File: src/rtl/bcd_conv_sched.sv
// Round-robin scheduler sharing one shift-add-3 binary-to-BCD engine between the
// frequency and duty channels. Define BCD_SAT_EN to saturate out-of-range frequencies.
module bcd_conv_sched #(
    parameter int FREQ_W      = 28,
    parameter int FREQ_DIGITS = 8,
    parameter int DUTY_W      = 7,
    parameter int DUTY_DIGITS = 3
) (
    input  logic                     clk_50M,
    input  logic                     rst,
    input  logic                     freq_req,
    input  logic [FREQ_W-1:0]        freq_bin,
    output logic                     freq_ack,
    input  logic                     duty_req,
    input  logic [DUTY_W-1:0]        duty_bin,
    output logic                     duty_ack,
    output logic [4*FREQ_DIGITS-1:0] freq_bcd,
    output logic                     freq_vld,
    output logic                     freq_ovf,
    output logic [4*DUTY_DIGITS-1:0] duty_bcd,
    output logic                     duty_vld,
    output logic                     busy
);
    localparam int   BCD_DIG = FREQ_DIGITS + 1;
    localparam int   BCD_W   = 4 * BCD_DIG;
    localparam int   SH_W    = BCD_W + FREQ_W;
    localparam int   CNT_W   = $clog2(FREQ_W + 1);
    localparam logic CH_FREQ = 1'b0;
    localparam logic CH_DUTY = 1'b1;

    typedef enum logic [1:0] {IDLE, SHIFT, DONE} state_t;

    state_t           state, state_nxt;
    logic [SH_W-1:0]  sh, sh_step;
    logic [BCD_W-1:0] bcd_adj, bcd_new;
    logic [CNT_W-1:0] cnt, cnt_last;
    logic             chan, ptr;
    logic             grant_freq, grant_duty, last_shift;
    logic             spare_unused;

    function automatic logic [BCD_W-1:0] add3(input logic [BCD_W-1:0] b);
        logic [BCD_W-1:0] r;
        r = b;
        for (int i = 0; i < BCD_DIG; i++) begin
            if (b[4*i +: 4] >= 4'd5) r[4*i +: 4] = b[4*i +: 4] + 4'd3;
        end
        return r;
    endfunction

`ifdef BCD_SAT_EN
    function automatic logic [4*FREQ_DIGITS-1:0] freq_sat(input logic [BCD_W-1:0] b);
        if (b[BCD_W-1 -: 4] != 4'd0) return {FREQ_DIGITS{4'h9}};
        return b[4*FREQ_DIGITS-1:0];
    endfunction
`endif

    // Acks are masked while reset is asserted so no handshake can appear during reset.
    assign grant_freq = rst && freq_req && (!duty_req || ptr == CH_FREQ);
    assign grant_duty = rst && duty_req && (!freq_req || ptr == CH_DUTY);

    assign cnt_last   = (chan == CH_DUTY) ? CNT_W'(DUTY_W - 1) : CNT_W'(FREQ_W - 1);
    assign last_shift = (cnt == cnt_last);

    // {BCD field, binary field}; one add-3 pass then one left shift per clock.
    assign bcd_adj = add3(sh[SH_W-1 -: BCD_W]);
    assign sh_step = {bcd_adj[BCD_W-2:0], sh[FREQ_W-1:0], 1'b0};
    assign bcd_new = sh_step[SH_W-1 -: BCD_W];

    assign busy     = (state != IDLE);
    assign freq_vld = (state == DONE) && (chan == CH_FREQ);
    assign duty_vld = (state == DONE) && (chan == CH_DUTY);

`ifdef BCD_SAT_EN
    assign spare_unused = bcd_adj[BCD_W-1];
`else
    assign spare_unused = bcd_adj[BCD_W-1] ^ (|bcd_new[BCD_W-1 -: 4]);
    assign freq_ovf     = 1'b0;
`endif

    always_comb begin
        state_nxt = state;
        freq_ack  = 1'b0;
        duty_ack  = 1'b0;
        case (state)
            IDLE: begin
                freq_ack = grant_freq;
                duty_ack = grant_duty;
                if (grant_freq || grant_duty) state_nxt = SHIFT;
            end
            SHIFT:   if (last_shift) state_nxt = DONE;
            DONE:    state_nxt = IDLE;
            default: state_nxt = IDLE;
        endcase
    end

    always_ff @(posedge clk_50M or negedge rst) begin
        if (!rst) begin
            state    <= IDLE;
            sh       <= '0;
            cnt      <= '0;
            chan     <= CH_FREQ;
            ptr      <= CH_FREQ;
            freq_bcd <= '0;
            duty_bcd <= '0;
`ifdef BCD_SAT_EN
            freq_ovf <= 1'b0;
`endif
        end else begin
            state <= state_nxt;
            case (state)
                IDLE: begin
                    if (grant_freq || grant_duty) begin
                        chan <= grant_duty ? CH_DUTY : CH_FREQ;
                        // Duty operand sits at the top of the binary field so it needs only DUTY_W shifts.
                        sh   <= grant_duty ? {{BCD_W{1'b0}}, duty_bin, {(FREQ_W-DUTY_W){1'b0}}}
                                           : {{BCD_W{1'b0}}, freq_bin};
                        cnt  <= '0;
                        if (freq_req && duty_req) ptr <= ~ptr;
                    end
                end
                SHIFT: begin
                    sh  <= sh_step;
                    cnt <= cnt + 1'b1;
                    if (last_shift) begin
                        if (chan == CH_FREQ) begin
`ifdef BCD_SAT_EN
                            freq_bcd <= freq_sat(bcd_new);
                            freq_ovf <= |bcd_new[BCD_W-1 -: 4];
`else
                            freq_bcd <= bcd_new[4*FREQ_DIGITS-1:0];
`endif
                        end else begin
                            duty_bcd <= bcd_new[4*DUTY_DIGITS-1:0];
                        end
                    end
                end
                default: ;
            endcase
        end
    end
endmodule

File: config.mk
export PLATFORM = sky130hd
export DESIGN_NAME = bcd_conv_sched
export DESIGN_NICKNAME = d
export VERILOG_FILES = /design/src/rtl/bcd_conv_sched.sv
export SDC_FILE = /design/constraint.sdc
export NUM_CORES = 1
export LEC_CHECK = 0
export BUFFER_PORTS_ARGS = -buffer_cell sky130_fd_sc_hd__buf_2
export CORE_ASPECT_RATIO = 0.6
export CORE_UTILIZATION = 59
export CTS_CLUSTER_DIAMETER = 150
export DETAILED_ROUTE_END_ITERATION = 8
export PLACE_DENSITY = 0.81
export SLEW_MARGIN = 20
export SYNTH_ARGS = -nofsm -noshare
export SYNTH_HDL_FRONTEND = slang
export SYNTH_SLANG_ARGS = --single-unit
File: constraint.sdc
create_clock -name clk_50M -period 2.53 [get_ports clk_50M]
set_input_delay 0.506 -clock clk_50M [delete_from_list [all_inputs] [get_ports clk_50M]]
set_output_delay 0.506 -clock clk_50M [all_outputs]
set_load 0.005 [all_outputs]
---- Word level (Yosys, flattened, before mapping) ----
Cells that the tools add are included.
storage, ports and cells
  memory bits (read-only) ................. 0
  bits in registers ....................... 117
  bits in writable memories ............... 0
  memories kept ........................... 0
  input port bits ......................... 39
  latch bits .............................. 0
cells by class
  order comparisons ....................... 9
  bitwise operators ....................... 2
  multipliers ............................. 0
  mux-type cells .......................... 21
  shift-type cells ........................ 0
  divide/modulo/power cells ............... 0
  reductions and logical operators ........ 21
  add/subtract/negate cells ............... 10
  equality and inequality tests ........... 5
operators with widths
  operator                                                            count
  one-hot mux 64 bit (2 select lines)                                 1
  2-to-1 mux 64 bit                                                   1
  greater-or-equal comparator 4 x 3 -> 1 bit (second input constant)  9
  adder 4 x 2 -> 4 bit (second input constant)                        8
  2-to-1 mux 4 bit                                                    8
  2-to-1 mux 28 bit                                                   1
  2-to-1 mux 5 bit                                                    2
  one-hot mux 5 bit (2 select lines)                                  1
  AND reduction 3 bit                                                 3
  logical AND 1 bit                                                   7
  AND reduction 2 bit                                                 3
  adder 5 x 1 -> 5 bit (second input constant)                        1
  == test 5 bit                                                       1
  2-to-1 mux 2 bit                                                    2
  inequality test 2 bit (second input constant)                       2
  one-hot mux 2 bit (2 select lines)                                  1
  nonzero test 2 bit                                                  2
  adder 3 x 2 -> 3 bit (second input constant)                        1
  logical OR 1 bit                                                    3
  2-to-1 mux 1 bit                                                    3
  2-to-1 mux 3 bit                                                    1
  == test 2 x 1 -> 1 bit (second input constant)                      1
  == test 2 bit (second input constant)                               1
  logical NOT 1 bit                                                   2
  other kinds (2)                                                     3

---- Depth between registers and ports, before layout ----
Gate-level depths: netlist of run 1.
  depth in word-level cells ............... 6
  gate-level depth with buffers ........... 7
  mapped depth without buffers ............ 6

---- Worst setup path after synthesis of run 1 ----
No wires, ideal clock.
  path kind ............................... reg-to-output
  from .................................... register state[1]
  to ...................................... output freq_ack
  path buffers ............................ 2
  cell stages (with the launch flop) ...... 5
  arrival time ............................ 1.375 ns
  setup slack ............................. 0.649 ns
  path through ............................ dfrtp_1 clkbuf_1 and4bb_2 a21boi_0 buf_2
between the ends
  longest elaborated chain between the ends .. 2
ends and longest elaborated chain
  what                    RTL line  source
  from (decl)             33        state_t state, state_nxt;
  from (signal assigned)  109       state <= state_nxt;
  logical NOT 2 bit       84        case (state)
  2-to-1 mux 1 bit        84
  to (decl)               13        output logic freq_ack,
No other way between the ends.

---- Worst setup path after layout of run 1 ----
  from .................................... input rst
  to ...................................... output freq_ack
between the ends
  longest elaborated chain between the ends .. 3
ends and longest elaborated chain
  what                             RTL line  source
  from (decl)                      10        input logic rst,
  logical AND 1 bit (2 in series)  58        assign grant_freq = rst && freq_req && (!duty_req || ptr == CH_FREQ);
  2-to-1 mux 1 bit                 84
No other way between the ends.

==> summary.txt, run 1 <==
Outcome
  • Status: completed

Timing
  • Final min period: 2.41 ns
  • Fin Setup TNS: 0 ns
  • Final Hold Fails: 0
  • RSZ-0062 raised after global routing: false
  • Setup clock skew after layout: 0.00971 ns
  • Slew HR: 0.468
  • Worst Tran Pin Value: 0.798 ns
  • Fmax: 415 MHz
  • Final setup fails: 0
  • Slew Limit Fails: 0
  • Fin crit share: 0.952

Floorplan
  • Die Width: 124 um
  • Rows: 26
  • Core area: 0.00856 mm^2
  • Initial Util: 0.613
  • I/O pins: 89
  • Die area: 0.00929 mm^2
  • Die Ht: 75.1 um

Synth
  • Top-area cell type share of the netlist area: 0.539
  • Synth warn: 0
  • Synthesized cell area: 0.00525 mm^2
  • Count leader, synth: dfrtp_1
  • Post-Synth Adder-Cell Area: 0.0405
  • Post-synthesis sequential area ratio: 0.539
  • Mux cell area share after synthesis: 0.102
  • Synth top area cells: dfrtp_1, mux2_2, nand2_1
  • Seq cells post-synth: 113
  • Ys async rst share: 1.00
  • Yosys top cell by area: dfrtp_1
  • Syn nets: 538
  • Post-Synth XOR/XNOR Area: 0.0150
  • Commonest cells in the synthesized netlist: dfrtp_1, nand2_1, o21ai_0
  • Largest family of logic cells by synthesized area: compound AO/OA/AOI/OAI gates
  • Post-synthesis compound-gate area fraction: 0.154
  • Synth Instances: 482
  • EDFF count, synth: 0
  • Avg Cell Area, Syn: 10.9 um^2
  • Simple-gate share of the synthesized area: 0.112
  • Most used DFF post-synth: dfrtp_1
  • Distinct cells, synth: 35

Placed design
  • Buffers on Ports: 87
  • Routability congestion estimate: 0.832
  • Post-DP HPWL: 7660 um

Clock tree
  • # resized after CTS: 0
  • Post-CTS Setup Inserts: 0
  • CTS Sinks: 113
  • Hold Buf Count CTS: 1
  • Worst-Skew Late Latency: 0.41 ns
  • CTS tree: built
  • Clock buffer depth: 2
  • CTS buffer count: 17
  • Clock-pin slew on the worst setup and hold paths: 0.05 ns
  • Root Buffer: clkbuf_16
  • CTS H-Tree Depth: 4

Global routing
  • Largest net degree at the start of global routing: 112
  • Global route overflow: 0
  • First-pass GRT wire length: 18800 um
  • Number of global-route vias before repair: 3798
  • GRT Overall Usage: 0.274
  • Initial antenna violation count: 0

Routing
  • Final WL: 11800 um
  • Post-DR vias/cell: 5.80
  • Wirelength per Cell: 16.9 um
  • Residual DRC: 0
  • Final ANT Viol Nets: 0
  • Via count: 4052
  • Initial DRC count: 323
  • 1st-pass router iterations: 5

Power and ir drop
  • PD cells: 1280 mW/mm^2
  • Static Leak: 0.00330 uW
  • Max VDD drop: 680 uV
  • Total power: 8250 uW

Cells and area
  • Diodes inserted: 0
  • Nets: 630
  • Fraction of layout cells with a size suffix above 1: 0.283
  • Layout area overhead: 23.1%
  • # fillers: 568
  • Final core utilization: 0.755

Critical path
  • R2R setup slack: 0.47 ns
  • CP required: 2.02 ns
  • Worst setup path class: input pin to primary output
  • Critical path fanouts, max: 6
  • Setup crit end kind: primary output
  • Crit path DAT: 1.90 ns
  • Crit start category: input pin

Worst hold path
  • Worst Hold Class: input pin to flop

Flow run
  • Max cap viols: 0
-- area by class of cell --
| class | count | area, um^2 | area share |
|---|---|---|---|
| Sequential cell | 113 | 2830 | 0.437 |
| Multi-Input combinational cell | 323 | 2240 | 0.347 |
| Timing Repair Buffer | 97 | 566 | 0.0875 |
| Clock buffer | 21 | 470 | 0.0728 |
| Tap cell | 112 | 140 | 0.0217 |
| Clock inverter | 11 | 135 | 0.0209 |
| Inverter | 22 | 82.6 | 0.0128 |
-- power breakdown --
group / internal [uW] / switching [uW]
Clock: 1610 / 810
Sequential: 2450 / 545
Combinational: 1310 / 1520
Total: 5380 / 2870
-- stage by stage --
step	setup slack, ns	cells	hold WS, ns	cell area, um^2
after floorplan	0.649	482	0.210	5250
after global placement	0.532	666	0.334	5850
after detailed placement	0.483	666	0.335	5850
after CTS	0.135	699	0.316	6460
after global routing	0.0419	699	0.325	6460
final	0.120	699	0.320	6460
-- registers in the layout (all words and copies together) (netlist names) --
signal and cells:
chan 1, ptr 1, sh 60, cnt 5
freq_bcd 32, duty_bcd 12, state 2
-- placed cells by master, fill, tap and decap left out, types with 2 or more instances in the layout --
cell type / n
nand2b_1: 14
and3_1: 2
dfrtp_1: 113
buf_2: 86
ha_1: 17
a22oi_1: 27
o21ai_0: 46
o41ai_1: 3
mux2i_1: 15
xnor2_1: 9
buf_4: 6
bufinv_16: 3
a21oi_1: 19
mux2_2: 34
clkbuf_16: 17
nor2_1: 2
and4bb_2: 2
clkbuf_8: 3
nand3_1: 7
clkinv_2: 6
nand2_1: 72
clkinvlp_4: 2
o211ai_1: 3
nor3_1: 8
nor3b_1: 10
a22o_1: 21
inv_1: 22
buf_12: 4
-- kinds of logic after synthesis --
| kind of cell | count (synthesis) |
|---|---|
| other | 1 |
| adders and majority gates | 17 |
| and+or+nand+nor | 122 |
| DFF | 113 |
| AOI/OAI and AO/OA | 125 |
| xor gates and xnor gates | 9 |
| muxes | 49 |
| buffers and inverters | 46 |
-- per-layer routing --
layer,share of wire,track usage
met1,0.47,0.376
met2,0.46,0.428
met3,0.055,0.0780
met4,0.010,0.0897
met5,0,0
-- worst max-delay path, stage by stage --
cell and delay [ns]:
dlygate4sd3_1 0.52, buf_4 0.18, and4bb_2 0.28, a21boi_1 0.25
buf_2 0.16
-- path summary, 6_finish.rpt --
check / startpoint / to / cells past startpoint
max in group asynchronous: rst / cnt[4] / 3
worst min-delay path: freq_bin[0] / sh[0] / 2
min in group asynchronous: rst / sh[20] / 2
worst max register to register: cnt[2] / freq_bcd[21] / 4
worst min register to register: sh[16] / sh[16] / 2
worst max-delay path: rst / freq_ack / 5
Note: power is estimated with default switching activity, not from simulation.
==> run 2, diff against run 1 <==
Settings changed: CORE_UTILIZATION 59 to 40, PLACE_DENSITY 0.81 to 0.58.
==> run 2 against run 1 <==
Effect of this change:
- sequential power about the same
- combinational power is 3% lower
- cell area up 0.99%
- largest cell class unchanged
==> summary.txt, run 2 (synthesis gave the netlist of run 1 again) <==
Outcome
  • Status: completed

Critical path
  • CP Cell Sequence: and4bb_2, a21boi_1, buf_2
  • Worst r2r src: state[1]
  • Worst setup path class: flop to primary output
  • R2R setup slack: 0.62 ns (+0.15 ns)
  • Top delay family on crit path: flip-flops
  • Reg2Reg Depth: 4 (unchanged)
  • R2r endpoint: freq_bcd[18]
  • Crit path DAT: 1.71 ns (-0.19 ns)
  • CP required: 2.02 ns (about the same)
  • Critical-path top delay cell: dfrtp_1
  • Critical path fanouts, max: 11 (+5)
  • CP bufs+invs: 1 (-2)
  • Setup crit end kind: primary output
  • CP peak stage delay: 0.52 ns (about the same)
  • Crit start category: flop

Floorplan
  • Die Width: 150 um (+21%)
  • Die Ht: 90.7 um (+21%)
  • Rows: 31 (+19%)
  • I/O pins: 89 (unchanged)
  • Core area: 0.0124 mm^2 (+45%)
  • Die area: 0.0136 mm^2 (+46%)
  • Initial Util: 0.423 (-0.191)

Placed design
  • Post-DP HPWL: 7660 um (about the same)
  • Buffers on Ports: 87 (unchanged)
  • Pre-CTS WS: 0.636 ns (+0.153 ns)
  • Routability congestion estimate: 0.740 (-11%)

Clock tree
  • Worst-Skew Late Latency: 0.41 ns (about the same)
  • Hold Buf Count CTS: 0 (-1)
  • Root Buffer: clkbuf_16
  • Clock buffer depth: 2 (unchanged)
  • Clock-pin slew on the worst setup and hold paths: 0.06 ns (about the same)
  • CTS Sinks: 113 (unchanged)
  • Post-CTS Setup Inserts: 0 (unchanged)
  • CTS H-Tree Depth: 4 (unchanged)
  • CTS buffer count: 17 (unchanged)
  • # resized after CTS: 0 (unchanged)
  • CTS tree: built

Routing
  • Residual DRC: 0 (unchanged)
  • Final WL: 11800 um (about the same)
  • Initial DRC count: 304 (-5.9%)
  • Via count: 3850 (-5.0%)
  • Post-DR vias/cell: 5.13 (-11%)
  • Wirelength per Cell: 15.7 um (-6.8%)
  • Final ANT Viol Nets: 0 (unchanged)
  • 1st-pass router iterations: 5 (unchanged)

Timing
  • Hold_ws: 0.204 ns (-0.116 ns)
  • Slew Limit Fails: 0 (unchanged)
  • Fin crit share: 0.877 (-0.0752)
  • Worst Tran Pin Value: 0.705 ns (-0.0929 ns)
  • RSZ-0062 raised after global routing: false
  • Fin Setup TNS: 0 ns (unchanged)
  • Worst Slack Setup Final: 0.310 ns (+0.190 ns)
  • Final min period: 2.22 ns (-0.190 ns)
  • Final setup fails: 0 (unchanged)
  • Fmax: 451 MHz (+8.6%)
  • Slew HR: 0.530 (+0.0619)
  • Setup clock skew after layout: 0.00966 ns (-0.0000515 ns)
  • Final Hold Fails: 0 (unchanged)

Global routing
  • GRT Overall Usage: 0.183 (-0.0917)
  • Global route overflow: 0 (unchanged)
  • Number of global-route vias before repair: 3697 (-2.7%)
  • Initial antenna violation count: 0 (unchanged)
  • Largest net degree at the start of global routing: 114 (+1.8%)
  • First-pass GRT wire length: 19000 um (+1.2%)

Cells and area
  • Max FFs per register: 60 (unchanged)
  • Most frequent cells in the layout: dfrtp_1, buf_2, nand2_1
  • Diodes inserted: 0 (unchanged)
  • Commonest non-fill, non-tap cell in the layout: dfrtp_1
  • Largest register by flop count: sh
  • Fraction of layout cells with a size suffix above 1: 0.279 (-0.00416)
  • Top Registers: sh: 60 flops, freq_bcd: 32 flops, duty_bcd: 12 flops
  • Layout area overhead: 24.4%
  • Final core utilization: 0.526 (-0.230)
  • Nets: 628 (-0.32%)

Power and ir drop
  • Register share of total power: 0.360 (-0.003)
  • Total power: 8360 uW (+1.3%)
  • Gate power share: 0.327 (-0.016)
  • PD cells: 1280 mW/mm^2 (+0.33%)
  • Net Sw Power: 2830 uW (-1.7%)
  • Sw frac: 0.338 (-0.0103)
  • Clock Power Share: 0.313 (+0.019)
  • Static Leak: 0.00330 uW (-0.19%)
  • Max VDD drop: 578 uV (-15%)
  • Internal: 5540 uW (+2.9%)

Flow run
  • Max cap viols: 0 (unchanged)

Worst hold path
  • Worst Hold Class: input pin to async pin
==> run 2: cell types whose count changed in the layout (fill, tap and decap cells not counted), sizes merged <==
cell and change:
clkbuf +1, dlygate4sd3 -1, buf -1, clkinv -2, clkinvlp -1, bufinv +2
==> run 2: layout make-up <==
class | count | area (um^2)
multi-input combinational | 323 | 2240
fill | 1090 | 5880
clock inverter | 10 | 181
inverter | 22 | 82.6
timing repair buffer | 95 | 523
clock buffer | 22 | 464
sequential | 113 | 2830
tap | 165 | 206
==> run 2: per-stage QoR <==
step / cells / area [um^2]
after floorplan: 482 / 5250
after global placement: 718 / 5880
after detailed placement: 718 / 5880
after CTS: 750 / 6530
after global routing: 750 / 6530
final: 750 / 6530
==> run 2: metal layers <==
metal / vias up / track usage / routed length, um
met5: - / 0 / 0
met4: 0 / 0.0648 / 73
met3: 6 / 0.0530 / 561
met2: 92 / 0.252 / 5080
met1: 1861 / 0.268 / 6090
li1: 1891 / - / -
==> run 2: worst max path at each step <==
stage / end / cells after the start / start / slack, ns
floorplan: freq_ack / 4 / state[1] / 0.65
global placement: freq_bcd[22] / 4 / state[1] / 0.68
detailed placement: freq_bcd[18] / 4 / state[1] / 0.64
CTS: freq_ack / 3 / state[1] / 0.30
global route: freq_ack / 3 / state[1] / 0.21
finish: freq_ack / 3 / state[1] / 0.31
==> run 2: worst reg2reg max path: stages, from the launching register on <==
cell and delay [ns]:
dfrtp_1 0.52, nand3b_1 0.27, or3b_1 0.37, buf_4 0.30
mux2_2 0.34
==> run 2: power by group through the flow <==
stage / Clock [uW] / Sequential [uW] / Combinational [uW]
after floorplan: 0 / 2890 / 1960
after global placement: 0 / 2980 / 2670
after detailed placement: 0 / 3010 / 2760
after CTS: 2660 / 3000 / 2780
after global routing: 2770 / 3090 / 3120
final: 2620 / 3010 / 2740
==> run 3, diff against run 2 <==
Settings changed: REMOVE_ABC_BUFFERS from default to 1.
==> run 3 against run 2 <==
Effect of this change:
- flip-flop and latch count unchanged
- worst hold slack got worse by 0.0046 ns
- total power decreased by 3.9%
- sequential power about the same
- clock skew about the same
- register-to-register slack got worse by 0.10 ns
- routed wire length increased by 3.1%
- final cell count increased by 0.40%
- largest power group unchanged
==> summary.txt, run 3 (synthesis gave the netlist of run 1 again) <==
Timing
  • Worst Tran Pin Value: 0.821 ns (+0.116 ns)
  • Fmax: 444 MHz (-1.5%)
  • Fin crit share: 0.891 (+0.0136)
  • Hold_ws: 0.199 ns (-0.00461 ns)
  • Final setup fails: 0 (unchanged)
  • Final min period: 2.25 ns (+0.0344 ns)
  • Setup clock skew after layout: 0.00989 ns (+0.000235 ns)
  • RSZ-0062 raised after global routing: false
  • Slew Limit Fails: 0 (unchanged)
  • Final Hold Fails: 0 (unchanged)
  • Slew HR: 0.452 (-0.0775)

Clock tree
  • Worst-Skew Late Latency: 0.41 ns (about the same)
  • CTS buffer count: 17 (unchanged)
  • CTS H-Tree Depth: 4 (unchanged)
  • CTS tree: built
  • Root Buffer: clkbuf_16
  • Clock-pin slew on the worst setup and hold paths: 0.05 ns (about the same)
  • Hold Buf Count CTS: 1 (+1)
  • CTS Sinks: 113 (unchanged)
  • Post-CTS Setup Inserts: 0 (unchanged)
  • # resized after CTS: 0 (unchanged)
  • Clock buffer depth: 2 (unchanged)

Critical path
  • CP required: 2.02 ns (about the same)
  • Worst setup path class: flop to primary output
  • CP peak stage delay: 0.37 ns (-0.15 ns)
  • Crit path DAT: 1.75 ns (+0.04 ns)
  • Crit start category: flop
  • R2R setup slack: 0.52 ns (-0.10 ns)
  • Critical-path top delay cell: dfrtp_1
  • Worst r2r src: cnt[2]
  • Setup crit end kind: primary output
  • Critical path fanouts, max: 10 (-1)
  • R2r endpoint: freq_bcd[8]
  • Reg2Reg Depth: 4 (unchanged)
  • CP bufs+invs: 2 (+1)
  • Crit path launch: state[1]
  • Total stage count of the critical path: 4 (+1)
  • Top delay family on crit path: flip-flops
  • CP Cell Sequence: buf_4, and4bb_2, a21boi_2, buf_2

Floorplan
  • Rows: 31 (unchanged)
  • Die Ht: 90.7 um (unchanged)
  • Initial Util: 0.423 (unchanged)
  • I/O pins: 89 (unchanged)
  • Die area: 0.0136 mm^2 (unchanged)
  • Core area: 0.0124 mm^2 (unchanged)
  • Die Width: 150 um (unchanged)

Power and ir drop
  • Register share of total power: 0.372 (+0.012)
  • Internal: 5220 uW (-5.6%)
  • PD cells: 1240 mW/mm^2 (-3.2%)
  • Clock Power Share: 0.281 (-0.032)
  • Gate power share: 0.347 (+0.020)
  • Net Sw Power: 2810 uW (-0.43%)
  • Static Leak: 0.00328 uW (-0.37%)
  • Sw frac: 0.350 (+0.0121)
  • Max VDD drop: 486 uV (-16%)

Cells and area
  • Most frequent cells in the layout: dfrtp_1, buf_2, nand2_1
  • # fillers: 1125 (+3.2%)
  • Finished Layout Cells: 753 (+0.40%)
  • Max FFs per register: 60 (unchanged)
  • Reg area: 0.00283 mm^2 (unchanged)
  • Commonest non-fill, non-tap cell in the layout: dfrtp_1
  • Largest register by flop count: sh
  • Diodes inserted: 0 (unchanged)
  • Multi-input gate area: 0.00225 mm^2 (+0.17%)
  • Fraction of layout cells with a size suffix above 1: 0.284 (+0.00538)
  • Nets: 633 (+0.80%)
  • Layout area overhead: 23.5%
  • Top Registers: sh: 60 flops, freq_bcd: 32 flops, duty_bcd: 12 flops

Worst hold path
  • Worst Hold Class: input pin to async pin

Global routing
  • Global route overflow: 0 (unchanged)
  • First-pass GRT wire length: 20100 um (+5.7%)
  • Number of global-route vias before repair: 3920 (+6.0%)
  • GRT Overall Usage: 0.193 (+0.0107)
  • Largest net degree at the start of global routing: 66 (-42%)
  • Initial antenna violation count: 1 (+1)

Placed design
  • Routability congestion estimate: 0.776 (+4.9%)
  • Placed cell count: 722 (+0.56%)
  • Buffers on Ports: 87 (unchanged)
  • Post-DP HPWL: 8150 um (+6.5%)

Outcome
  • Status: completed

Routing
  • Final WL: 12200 um (+3.1%)
  • Wirelength per Cell: 16.2 um (+2.7%)
  • 1st-pass router iterations: 4 (-1)
  • Initial DRC count: 300 (-1.3%)
  • Final ANT Viol Nets: 0 (unchanged)
  • Via count: 3944 (+2.4%)
  • Post-DR vias/cell: 5.24 (+2.0%)
  • Residual DRC: 0 (unchanged)

Flow run
  • Max cap viols: 0 (unchanged)
[run 3: how the worst max path moves through the flow]
stage	end	slack (ns)
after floorplan	sh[21]	-0.85
after global placement	sh[57]	0.51
after detailed placement	freq_bcd[31]	0.48
after CTS	freq_ack	0.26
after global routing	freq_ack	0.23
final	freq_ack	0.28
[run 3: cell type report]
cell class / instances / share of cell area
inverters: 22 / 0.0127
well taps: 165 / 0.0318
repair buffers: 100 / 0.0868
clock inverters: 5 / 0.00810
multi-input cells: 323 / 0.346
clock buffers: 25 / 0.0780
flip-flops and latches: 113 / 0.436
[run 3: power by group through the flow]
stage	Combinational, uW	Sequential (uW)	Clock [uW]
floorplan	1920	2890	0
detailed placement	2810	3000	0
global placement	2670	2970	0
CTS	2830	2980	2310
global route	3160	3080	2400
finish	2790	2990	2260
[run 3: per-stage QoR]
step	cell area (um^2)	TNS, ns	setup slack, ns	power [uW]	util
detailed placement	5920	0	0.475	5800	0.477
finish	6480	0	0.276	8040	0.522
global placement	5920	0	0.513	5640	0.477
global route	6480	0	0.227	8640	0.522
floorplan	5130	-49.02	-0.852	4810	-
CTS	6480	0	0.265	8120	0.522
[run 3: metal layers]
| metal | routed length [um] | part of all wire | global-route usage |
|---|---|---|---|
| met3 | 775 | 0.064 | 0.0591 |
| met5 | 13 | 0.0011 | 0 |
| met2 | 5330 | 0.44 | 0.274 |
| met1 | 5970 | 0.49 | 0.279 |
| met4 | 91 | 0.0075 | 0.0606 |
